<file path="config.mk">
export PLATFORM = sky130hd
export DESIGN_NAME = serial_adder
export DESIGN_NICKNAME = d
export VERILOG_FILES = /design/src/rtl/serial_adder_pkg.sv /design/src/rtl/serial_adder_fa_cell.sv /design/src/rtl/serial_adder.sv
export SDC_FILE = /design/constraint.sdc
export NUM_CORES = 1
export LEC_CHECK = 0
export ABC_AREA = 1
export BUFFER_PORTS_ARGS = -buffer_cell sky130_fd_sc_hd__buf_2
export CORE_MARGIN = 8
export CORE_UTILIZATION = 42
export CTS_BUF_LIST = sky130_fd_sc_hd__clkbuf_4
export DETAILED_ROUTE_END_ITERATION = 12
export GPL_ROUTABILITY_DRIVEN = 0
export PLACE_DENSITY_LB_ADDON = 0.05
export REMOVE_ABC_BUFFERS = 1
export SYNTH_ARGS = -nofsm -noshare
export SYNTH_HDL_FRONTEND = slang
export SYNTH_SLANG_ARGS = --single-unit
</file>
<file path="constraint.sdc">
create_clock -name clk -period 2 [get_ports clk]
set_input_delay 0.2 -clock clk [delete_from_list [all_inputs] [get_ports clk]]
set_output_delay 0.2 -clock clk [all_outputs]
set_load 0.1 [all_outputs]
</file>
<file path="src/rtl/serial_adder_pkg.sv">
// Shared definitions for the bit-serial adder: FSM state encoding and default width.
package serial_adder_pkg;

  typedef enum logic [1:0] {
    IDLE = 2'd0,
    RUN  = 2'd1,
    DONE = 2'd2
  } state_t;

  localparam int DEFAULT_WIDTH = 8;

endpackage

</file>
<file path="src/rtl/serial_adder_fa_cell.sv">
// Single full-adder cell; the serial adder reuses it once per bit position over time.
module fa_cell (
  input  logic a,
  input  logic b,
  input  logic cin,
  output logic s,
  output logic co
);

  assign s  = a ^ b ^ cin;
  assign co = (a & b) | (a & cin) | (b & cin);

endmodule

</file>
<file path="src/rtl/serial_adder.sv">
// Bit-serial adder: one full-adder cell processes one bit per clock, LSB first.
// Optional subtract mode is enabled by defining SERIAL_SUB_EN (adds port sub).
module serial_adder
  import serial_adder_pkg::*;
#(
  parameter int WIDTH = DEFAULT_WIDTH
) (
  input  logic             clk,
  input  logic             rst,
  input  logic             in_valid,
  output logic             in_ready,
  input  logic [WIDTH-1:0] a,
  input  logic [WIDTH-1:0] b,
  input  logic             cin,
`ifdef SERIAL_SUB_EN
  input  logic             sub,
`endif
  output logic             out_valid,
  input  logic             out_ready,
  output logic [WIDTH-1:0] sum,
  output logic             cout,
  output logic             overflow,
  output logic             busy
);

  localparam int CNT_W = (WIDTH > 1) ? $clog2(WIDTH) : 1;
  localparam logic [CNT_W-1:0] LAST_BIT = CNT_W'(WIDTH - 1);

  state_t           state_q;
  state_t           state_d;
  logic [WIDTH-1:0] a_q;
  logic [WIDTH-1:0] b_q;
  logic [WIDTH-1:0] res_q;
  logic [CNT_W-1:0] cnt_q;
  logic             carry_q;
  logic             ovf_q;
  logic [WIDTH-1:0] b_load;
  logic             carry_load;
  logic             accept;
  logic             last_bit;
  logic             s_bit;
  logic             co_bit;

  // Subtraction is a + ~b + 1, so only the loaded operand and initial carry differ.
`ifdef SERIAL_SUB_EN
  assign b_load     = sub ? ~b : b;
  assign carry_load = sub | cin;
`else
  assign b_load     = b;
  assign carry_load = cin;
`endif

  assign accept   = in_valid && (state_q == IDLE);
  assign last_bit = (cnt_q == LAST_BIT);

  fa_cell u_fa (
    .a  (a_q[cnt_q]),
    .b  (b_q[cnt_q]),
    .cin(carry_q),
    .s  (s_bit),
    .co (co_bit)
  );

  always_ff @(posedge clk or posedge rst) begin
    if (rst) begin
      state_q <= IDLE;
    end else begin
      state_q <= state_d;
    end
  end

  always_comb begin
    state_d = state_q;
    case (state_q)
      IDLE:    if (accept)    state_d = RUN;
      RUN:     if (last_bit)  state_d = DONE;
      DONE:    if (out_ready) state_d = IDLE;
      default:                state_d = IDLE;
    endcase
  end

  // Counter holds on the final bit so it never wraps within an operation.
  always_ff @(posedge clk or posedge rst) begin
    if (rst) begin
      a_q     <= '0;
      b_q     <= '0;
      res_q   <= '0;
      cnt_q   <= '0;
      carry_q <= 1'b0;
      ovf_q   <= 1'b0;
    end else begin
      case (state_q)
        IDLE: begin
          if (accept) begin
            a_q     <= a;
            b_q     <= b_load;
            carry_q <= carry_load;
            cnt_q   <= '0;
            ovf_q   <= 1'b0;
          end
        end
        RUN: begin
          res_q   <= {s_bit, res_q[WIDTH-1:1]};
          carry_q <= co_bit;
          if (last_bit) begin
            ovf_q <= carry_q ^ co_bit;
          end else begin
            cnt_q <= cnt_q + 1'b1;
          end
        end
        default: ;
      endcase
    end
  end

  assign in_ready  = (state_q == IDLE);
  assign out_valid = (state_q == DONE);
  assign busy      = (state_q == RUN) || (state_q == DONE);
  assign sum       = res_q;
  assign cout      = carry_q;
  assign overflow  = ovf_q;

endmodule
</file>
==> results.yml, run 1 <==
status:
  status: "finished, final reports clean"
timing:
  layout_setup_ws_ps: 136
  hold_viol_final: 0
  min_period_over_period_pct: 93.2
  tightest_slew_ps: 489
  slew_headroom_pct: 67.6
  skew_ps: 3.95
  rsz0062_at_grt: "no"
  report.final.slew_viol_count: 0
  setup_viol_count_final: 0
  holdWs_ps: 107
  period_minus_slack_ps: 1860
  timing.fmax_mhz: 536
place:
  dpl_worst_slack_ps: 189
  io_buffers: 33
  dp.final_hpwl_um: 2360
global_routing:
  grt_pass1_wl_um: 5880
  grt_max_degree: 34
  overflow: 0
  antenna_found_initial: 0
  grt_pass1_vias: 1343
  grt_usage_pct: 11.9
floorplanning:
  ioPinCount: 34
  core_area_sq_mm: 0.00358
  chipWidth_um: 76.5
  initial_core_util_pct: 42.9
  rows: 22
  die_h_um: 76.5
  dieArea_sq_mm: 0.00585
cells_and_area:
  areaGrowthSynthToFinish_pct: 16.7
  nets: 253
  final_core_util_pct: 50.1
  drive_gt1_share_pct: 21.2
  antenna_cells: 0
logic_synthesis:
  netlist_area_sq_mm: 0.00154
  yosysWarnings: 0
  synth_cells: 188
  synth_cell_types: 18
  ys_ff_latch: 31
  ys_seq_area_share_pct: 50.5
  avgSynthCellArea_sq_um: 8.17
clock_tree:
  clk_path_buf_depth: 2
  h-tree-depth: 2
  clockRootBuffer: "clkbuf_4"
  cts.sinks: 31
  numCtsBuffers: 5
  clkTransAtPathRegs_ps: 90
  clock_latency_ps: 330
  tritoncts: "built"
  post_cts_buffers: 0
detailed_routing:
  antenna_left: 0
  drt-pass1-iter-count: 4
  drcViolationCount: 0
  wire_per_inst_um: 11.5
  via_per_inst: 4.59
  vias: 1258
  finalWirelength_um: 3150
  first_iter_violations: 47
worst_setup_path:
  cp-start-kind: "flop"
  r2r.worst_path.cells: 9
  worstSetupEndpointType: "output port"
  worst_r2r_endpoint: "cout"
  critPathArrivalTime_ps: 1660
  ff2ff_setup_slack_ps: 310
  path_max_fanout: 6
  worstPathRequired_ps: 1800
  r2r_start: "cnt_q[0]"
  path_class: "reg2out"
  startpoint: "state_q[1]"
min_path:
  hold_end: "a_q[1]"
  hold_path_startpoint: "a[1]"
  hold_depth: 3
  hp-class: "in2reg"
job:
  maxCapViolations: 0
-- synth_stat cells --
cell,n,area [sq um]
nand2_2,2,12.5
buf_6,2,22.5
buf_4,2,15.0
dfrtp_1,31,776
nand2_1,51,191
o21ai_2,1,8.76
ha_1,6,75.1
nor2_1,16,60.1
a21oi_1,16,80.1
inv_1,30,113
xnor2_1,1,8.76
buf_2,2,10.0
nand3_1,15,75.1
inv_2,1,3.75
a21oi_2,1,8.76
fa_1,1,20.0
nand2_4,1,11.3
o21ai_0,9,45.0
-- cell families (layout without fill, tap and decap cells) --
family	after synthesis	count (layout)	share of synthesized area [%]
flops	31	31	50.5
fa+ha+maj	7	7	6.19
compound gates	27	27	9.28
simple gates	85	85	22.8
xor+xnor	1	1	0.570
buf+inv	37	75	10.7
-- critical path: stages, from the launching register on --
cell and delay (ps):
dfrtp_1 410, inv_1 110, ha_1 330, buf_2 490
-- registers in the layout (all words and copies together), names as in the netlist --
register,flops
state_q,2
cout,1
overflow,1
cnt_q,3
b_q,8
sum,8
a_q,8
-- worst max path at each step --
stage / end / slack (ps) / cells after the start
4_1_cts: in_ready / 100 / 3
3_5_place_dp: cout / 190 / 9
6_report: in_ready / 140 / 3
5_1_grt: in_ready / 8 / 3
2_1_floorplan: overflow / -240 / 7
3_3_place_gp: overflow / 270 / 9
-- area by class of cell --
class | instances | area (sq um)
inverters | 31 | 116
well taps | 48 | 60.1
fillers | 363 | 1790
multi-input cells | 120 | 597
clock inverters | 2 | 7.51
clock buffers | 6 | 45.0
repair buffers | 36 | 190
flip-flops and latches | 31 | 777
-- cell usage in the layout (no fill, tap or decap), drive strengths merged --
master	n
a21oi	17
buf	35
clkbuf	6
clkinv	2
dfrtp	31
dlygate4sd3	1
fa	1
ha	6
inv	31
nand2	54
nand3	15
nor2	16
o21ai	10
xnor2	1
-- layer usage --
layer	vias to the layer above	part of all wire, %	track usage (%)
met5	-	0	0
met4	0	1.7	4.04
met3	6	5.4	4.13
met2	26	46	18.8
met1	575	47	14.8
li1	651	-	-
-- per-stage QoR --
step	TNS [ps]	cells	area, sq um
after global placement	0	265	1730
after detailed placement	0	265	1730
after global routing	0	274	1790
after floorplan	-2720	182	1490
after CTS	0	274	1790
final	0	274	1790
-- repair_timing --
item                                    4_1_cts  5_1_grt
hold buffers                                  1        0
gates resized for setup                       0        1
endpoints found under the setup margin        0        1
endpoints found under the hold margin        31        0
Power of run 1 is left out: the tool's default activity adds up to more than one toggle a clock period on the data nets, which glitch-free logic cannot reach.
==> inputs of run 2 (changes only) <==
CTS_BUF_LIST = sky130_fd_sc_hd__clkbuf_4 sky130_fd_sc_hd__clkbuf_8   (was sky130_fd_sc_hd__clkbuf_4)
==> run 2 against run 1 <==
  * Sequential share of layout area shrank 0.54 points
  * Sequential cell count is the same
  * Clock skew increased by 3.5 ps
==> results.yml, run 2 (synthesis gave the netlist of run 1 again) <==
status:
  status: "finished, final reports clean"
cells_and_area:
  final_cell_mix: "nand2_1 (51), buf_2 (32), inv_1 (30), dfrtp_1 (30)"
  multi_input_area_sq_um: 597
  antenna_cells: 0
  layout.area.seq_sq_um: 777
  final_common_cell: "nand2_1"
  fill_cells: 360
  drive_gt1_share_pct: 22.1
  nets: 253
  areaGrowthSynthToFinish_pct: 18.2
timing:
  slew_headroom_pct: 67.7
  timing.fmax_mhz: 559
  tightest_slew_ps: 489
  skew_ps: 7.44
  setup_viol_count_final: 0
  min_period_over_period_pct: 89.4
  rsz0062_at_grt: "no"
  period_minus_slack_ps: 1790
  layout_setup_ws_ps: 211
  hold_viol_final: 0
  report.final.slew_viol_count: 0
worst_setup_path:
  worstSetupEndpointType: "output port"
  slowest_stage: "dfrtp_1"
  path_cells: "inv_1 -> ha_1 -> clkbuf_4"
  cp-start-kind: "flop"
  critical_path.top_delay_family: "buffers and inverters"
  critPathArrivalTime_ps: 1590
  ff2ff_setup_slack_ps: 310
  worst_r2r_endpoint: "cout"
  path_max_fanout: 6
  crit_buf_inv: 2
  path_class: "reg2out"
  cp_slowest_stage_delay_ps: 410
  worstPathRequired_ps: 1800
  r2r_start: "cnt_q[0]"
  r2r.worst_path.cells: 9
clock_tree:
  clk_path_buf_depth: 2
  clockRootBuffer: "clkbuf_4"
  h-tree-depth: 2
  cts.sinks: 31
  tritoncts: "built"
  clkTransAtPathRegs_ps: 100
  numCtsBuffers: 5
  clock_latency_ps: 330
  post_cts_buffers: 0
detailed_routing:
  via_per_inst: 4.62
  drcViolationCount: 0
  wl_met3_um: 183
  antenna_left: 0
  first_iter_violations: 49
  wire_per_inst_um: 11.5
  highest_layer: "met4"
  wl_met1_um: 1450
  drt-pass1-iter-count: 4
  finalWirelength_um: 3150
  dr_wl_met2_um: 1460
  vias: 1266
floorplanning:
  chipWidth_um: 76.5
  core_area_sq_mm: 0.00358
  ioPinCount: 34
  dieArea_sq_mm: 0.00585
  rows: 22
  die_h_um: 76.5
  initial_core_util_pct: 42.9
global_routing:
  grt_max_degree: 34
  antenna_found_initial: 0
  grt_usage_pct: 12.0
  grt_pass1_vias: 1343
  grt_pass1_wl_um: 5890
  overflow: 0
place:
  dpl_worst_slack_ps: 189
  dp.final_hpwl_um: 2360
  io_buffers: 33
min_path:
  hold_depth: 3
  hold_end: "a_q[1]"
  hold_path_startpoint: "a[1]"
  hp-class: "in2reg"
job:
  maxCapViolations: 0
[run 2: layout make-up]
| class | count | area share (%) |
|---|---|---|
| multi-input cells | 120 | 32.9 |
| inverters | 31 | 6.41 |
| well taps | 48 | 3.31 |
| flip-flops and latches | 31 | 42.8 |
| clock buffers | 8 | 4.00 |
| repair buffers | 36 | 10.6 |
[run 2: worst max path at each step]
stage	start	endpoint	slack [ps]	cells past startpoint
finish	state_q[1]	in_ready	210	3
global route	cnt_q[0]	cout	50	9
CTS	state_q[1]	in_ready	90	3
detailed placement	cnt_q[0]	cout	190	9
global placement	cnt_q[0]	overflow	270	9
floorplan	state_q[0]	overflow	-240	7
[run 2: through the flow]
| stage | TNS (ps) | area [sq um] | hold WS, ps | cells | util [%] |
|---|---|---|---|---|---|
| global route | 0 | 1820 | 118 | 274 | 50.7 |
| CTS | 0 | 1810 | 91.4 | 274 | 50.6 |
| floorplan | -2720 | 1490 | 304 | 182 | - |
| finish | 0 | 1820 | 103 | 274 | 50.7 |
| global placement | 0 | 1730 | 298 | 265 | 48.3 |
| detailed placement | 0 | 1730 | 307 | 265 | 48.3 |
[run 2: per-layer routing]
layer	GRT usage [%]	vias up
li1	-	652
met1	14.7	580
met2	18.9	28
met3	4.13	6
met4	4.62	0
met5	0	-
[run 2: worst min-delay path: cells and delay by family]
family / cells / cell delay (ps)
AO/OA/AOI/OAI: 1 / 80
buffers and inverters: 1 / 70
AND/OR/NAND/NOR: 1 / 40
[run 2: timing repair]
action / in CTS / in global routing
endpoints found under the hold margin: 31 / 0
setup endpoints to repair: 0 / 2
hold buffers: 1 / 0
resized for setup: 0 / 2
Power of run 2 is left out for the same reason.
==> inputs of run 3 (changes only) <==
PLACE_DENSITY = 0.7   (was unset)
PLACE_DENSITY_LB_ADDON = unset   (was 0.05)
TNS_END_PERCENT = 20   (was unset)
==> run 3 against run 2 <==
  * Register-to-register slack worse by 30 ps
  * Die area stayed put
  * Design area rose by 0.62%
  * Sequential share of layout area shrank 0.26 points
  * Global-route usage shrank 0.66 points
  * Sequential cell count stayed put
  * Routed wire length fell by 2.4%
  * Critical endpoint unchanged
==> results.yml, run 3 (synthesis gave the netlist of run 1 again) <==
worst_setup_path:
  crit_buf_inv: 2
  startpoint: "state_q[0]"
  cp-start-kind: "flop"
  worstSetupEndpointType: "output port"
  worstPathRequired_ps: 1800
  slowest_stage: "buf_2"
  critical_path.top_delay_family: "buffers and inverters"
  r2r_start: "cnt_q[0]"
  cp_slowest_stage_delay_ps: 490
  path_max_fanout: 6
  path_cells: "inv_1 -> ha_1 -> buf_2"
  critPathArrivalTime_ps: 1660
  path_class: "reg2out"
floorplanning:
  initial_core_util_pct: 42.9
  dieArea_sq_mm: 0.00585
  ioPinCount: 34
  rows: 22
  die_h_um: 76.5
  chipWidth_um: 76.5
  core_area_sq_mm: 0.00358
timing:
  timing.fmax_mhz: 538
  rsz0062_at_grt: "no"
  skew_ps: 7.81
  report.final.slew_viol_count: 0
  slew_headroom_pct: 67.5
  hold_viol_final: 0
  min_period_over_period_pct: 92.9
  fin_tns_setup_ps: 0
  tightest_slew_ps: 491
  period_minus_slack_ps: 1860
  setup_viol_count_final: 0
global_routing:
  grt_util_met3_pct: 3.54
  grtUsageMet1_pct: 14.0
  antenna_found_initial: 0
  grt_max_degree: 34
  globalRoute.busiestLayer: "met2"
  grt_usage_pct: 11.3
  met2_usage_pct: 17.4
  grt_pass1_wl_um: 5470
  grt_pass1_vias: 1255
  overflow: 0
clock_tree:
  h-tree-depth: 2
  tritoncts: "built"
  clock_latency_ps: 330
  clkTransAtPathRegs_ps: 100
  cts.sinks: 31
  clk_path_buf_depth: 2
  clockRootBuffer: "clkbuf_4"
  post_cts_buffers: 0
  numCtsBuffers: 5
cells_and_area:
  antenna_cells: 0
  final_common_cell: "nand2_1"
  stdcell_area_sq_mm: 0.00183
  fill_cells: 381
  areaGrowthSynthToFinish_pct: 18.9
  nets: 253
  final_cell_mix: "nand2_1 (51), buf_2 (33), inv_1 (30), dfrtp_1 (30)"
  drive_gt1_share_pct: 22.1
  final_cells: 274
detailed_routing:
  wire_per_inst_um: 11.2
  first_iter_violations: 54
  antenna_left: 0
  via_per_inst: 4.50
  drt-pass1-iter-count: 4
  drcViolationCount: 0
  finalWirelength_um: 3080
  vias: 1233
job:
  maxCapViolations: 0
place:
  place_inst: 265
  dp.final_hpwl_um: 2290
  place_area_sq_mm: 0.00173
  io_buffers: 33
status:
  status: "finished, final reports clean"
min_path:
  hold_path_startpoint: "a[6]"
  hp-class: "in2reg"
## run 3: tightest hold or removal path, cell delays in order
cell     delay (ps)
buf_2            70
nor2_1           30
a21oi_1         100
## run 3: final cells by class
class                   count  area, sq um  area share [%]
flip-flops and latches     31          777            42.5
clock buffers               6         51.3            2.81
repair buffers             36          190            10.4
multi-input cells         120          597            32.7
well taps                  48         60.1            3.29
inverters                  31          116            6.37
clock inverters             2         35.0            1.92
## run 3: repair_timing
action                                  4_1_cts  5_1_grt
endpoints found under the hold margin        31        0
hold buffers                                  1        0
endpoints found under the setup margin        0        1
resized for setup                             0        1
## run 3: per-layer routing
metal  vias up  routed length (um)
li1        652                   -
met1       555                1500
met2        21                1410
met3         5                  99
met4         0                  68
met5         -                   0
## run 3: final timing paths
| kind | end | slack [ps] | depth (start not counted) |
|---|---|---|---|
| max reg2reg | cout | 280 | 9 |
| max | in_ready | 140 | 3 |
| max in group asynchronous | cnt_q[0] | 1200 | 4 |
| min reg2reg | sum[0] | 500 | 2 |
| min in group asynchronous | sum[7] | 490 | 4 |
| min | a_q[6] | 120 | 3 |
## run 3: through the flow
stage	utilization [%]	setup slack (ps)	hold WS (ps)
after CTS	51.0	126	107
after floorplan	-	-242	304
after global routing	51.0	41.0	106
final	51.0	142	117
after global placement	48.3	263	295
after detailed placement	48.3	157	301
Power of run 3 is left out for the same reason.
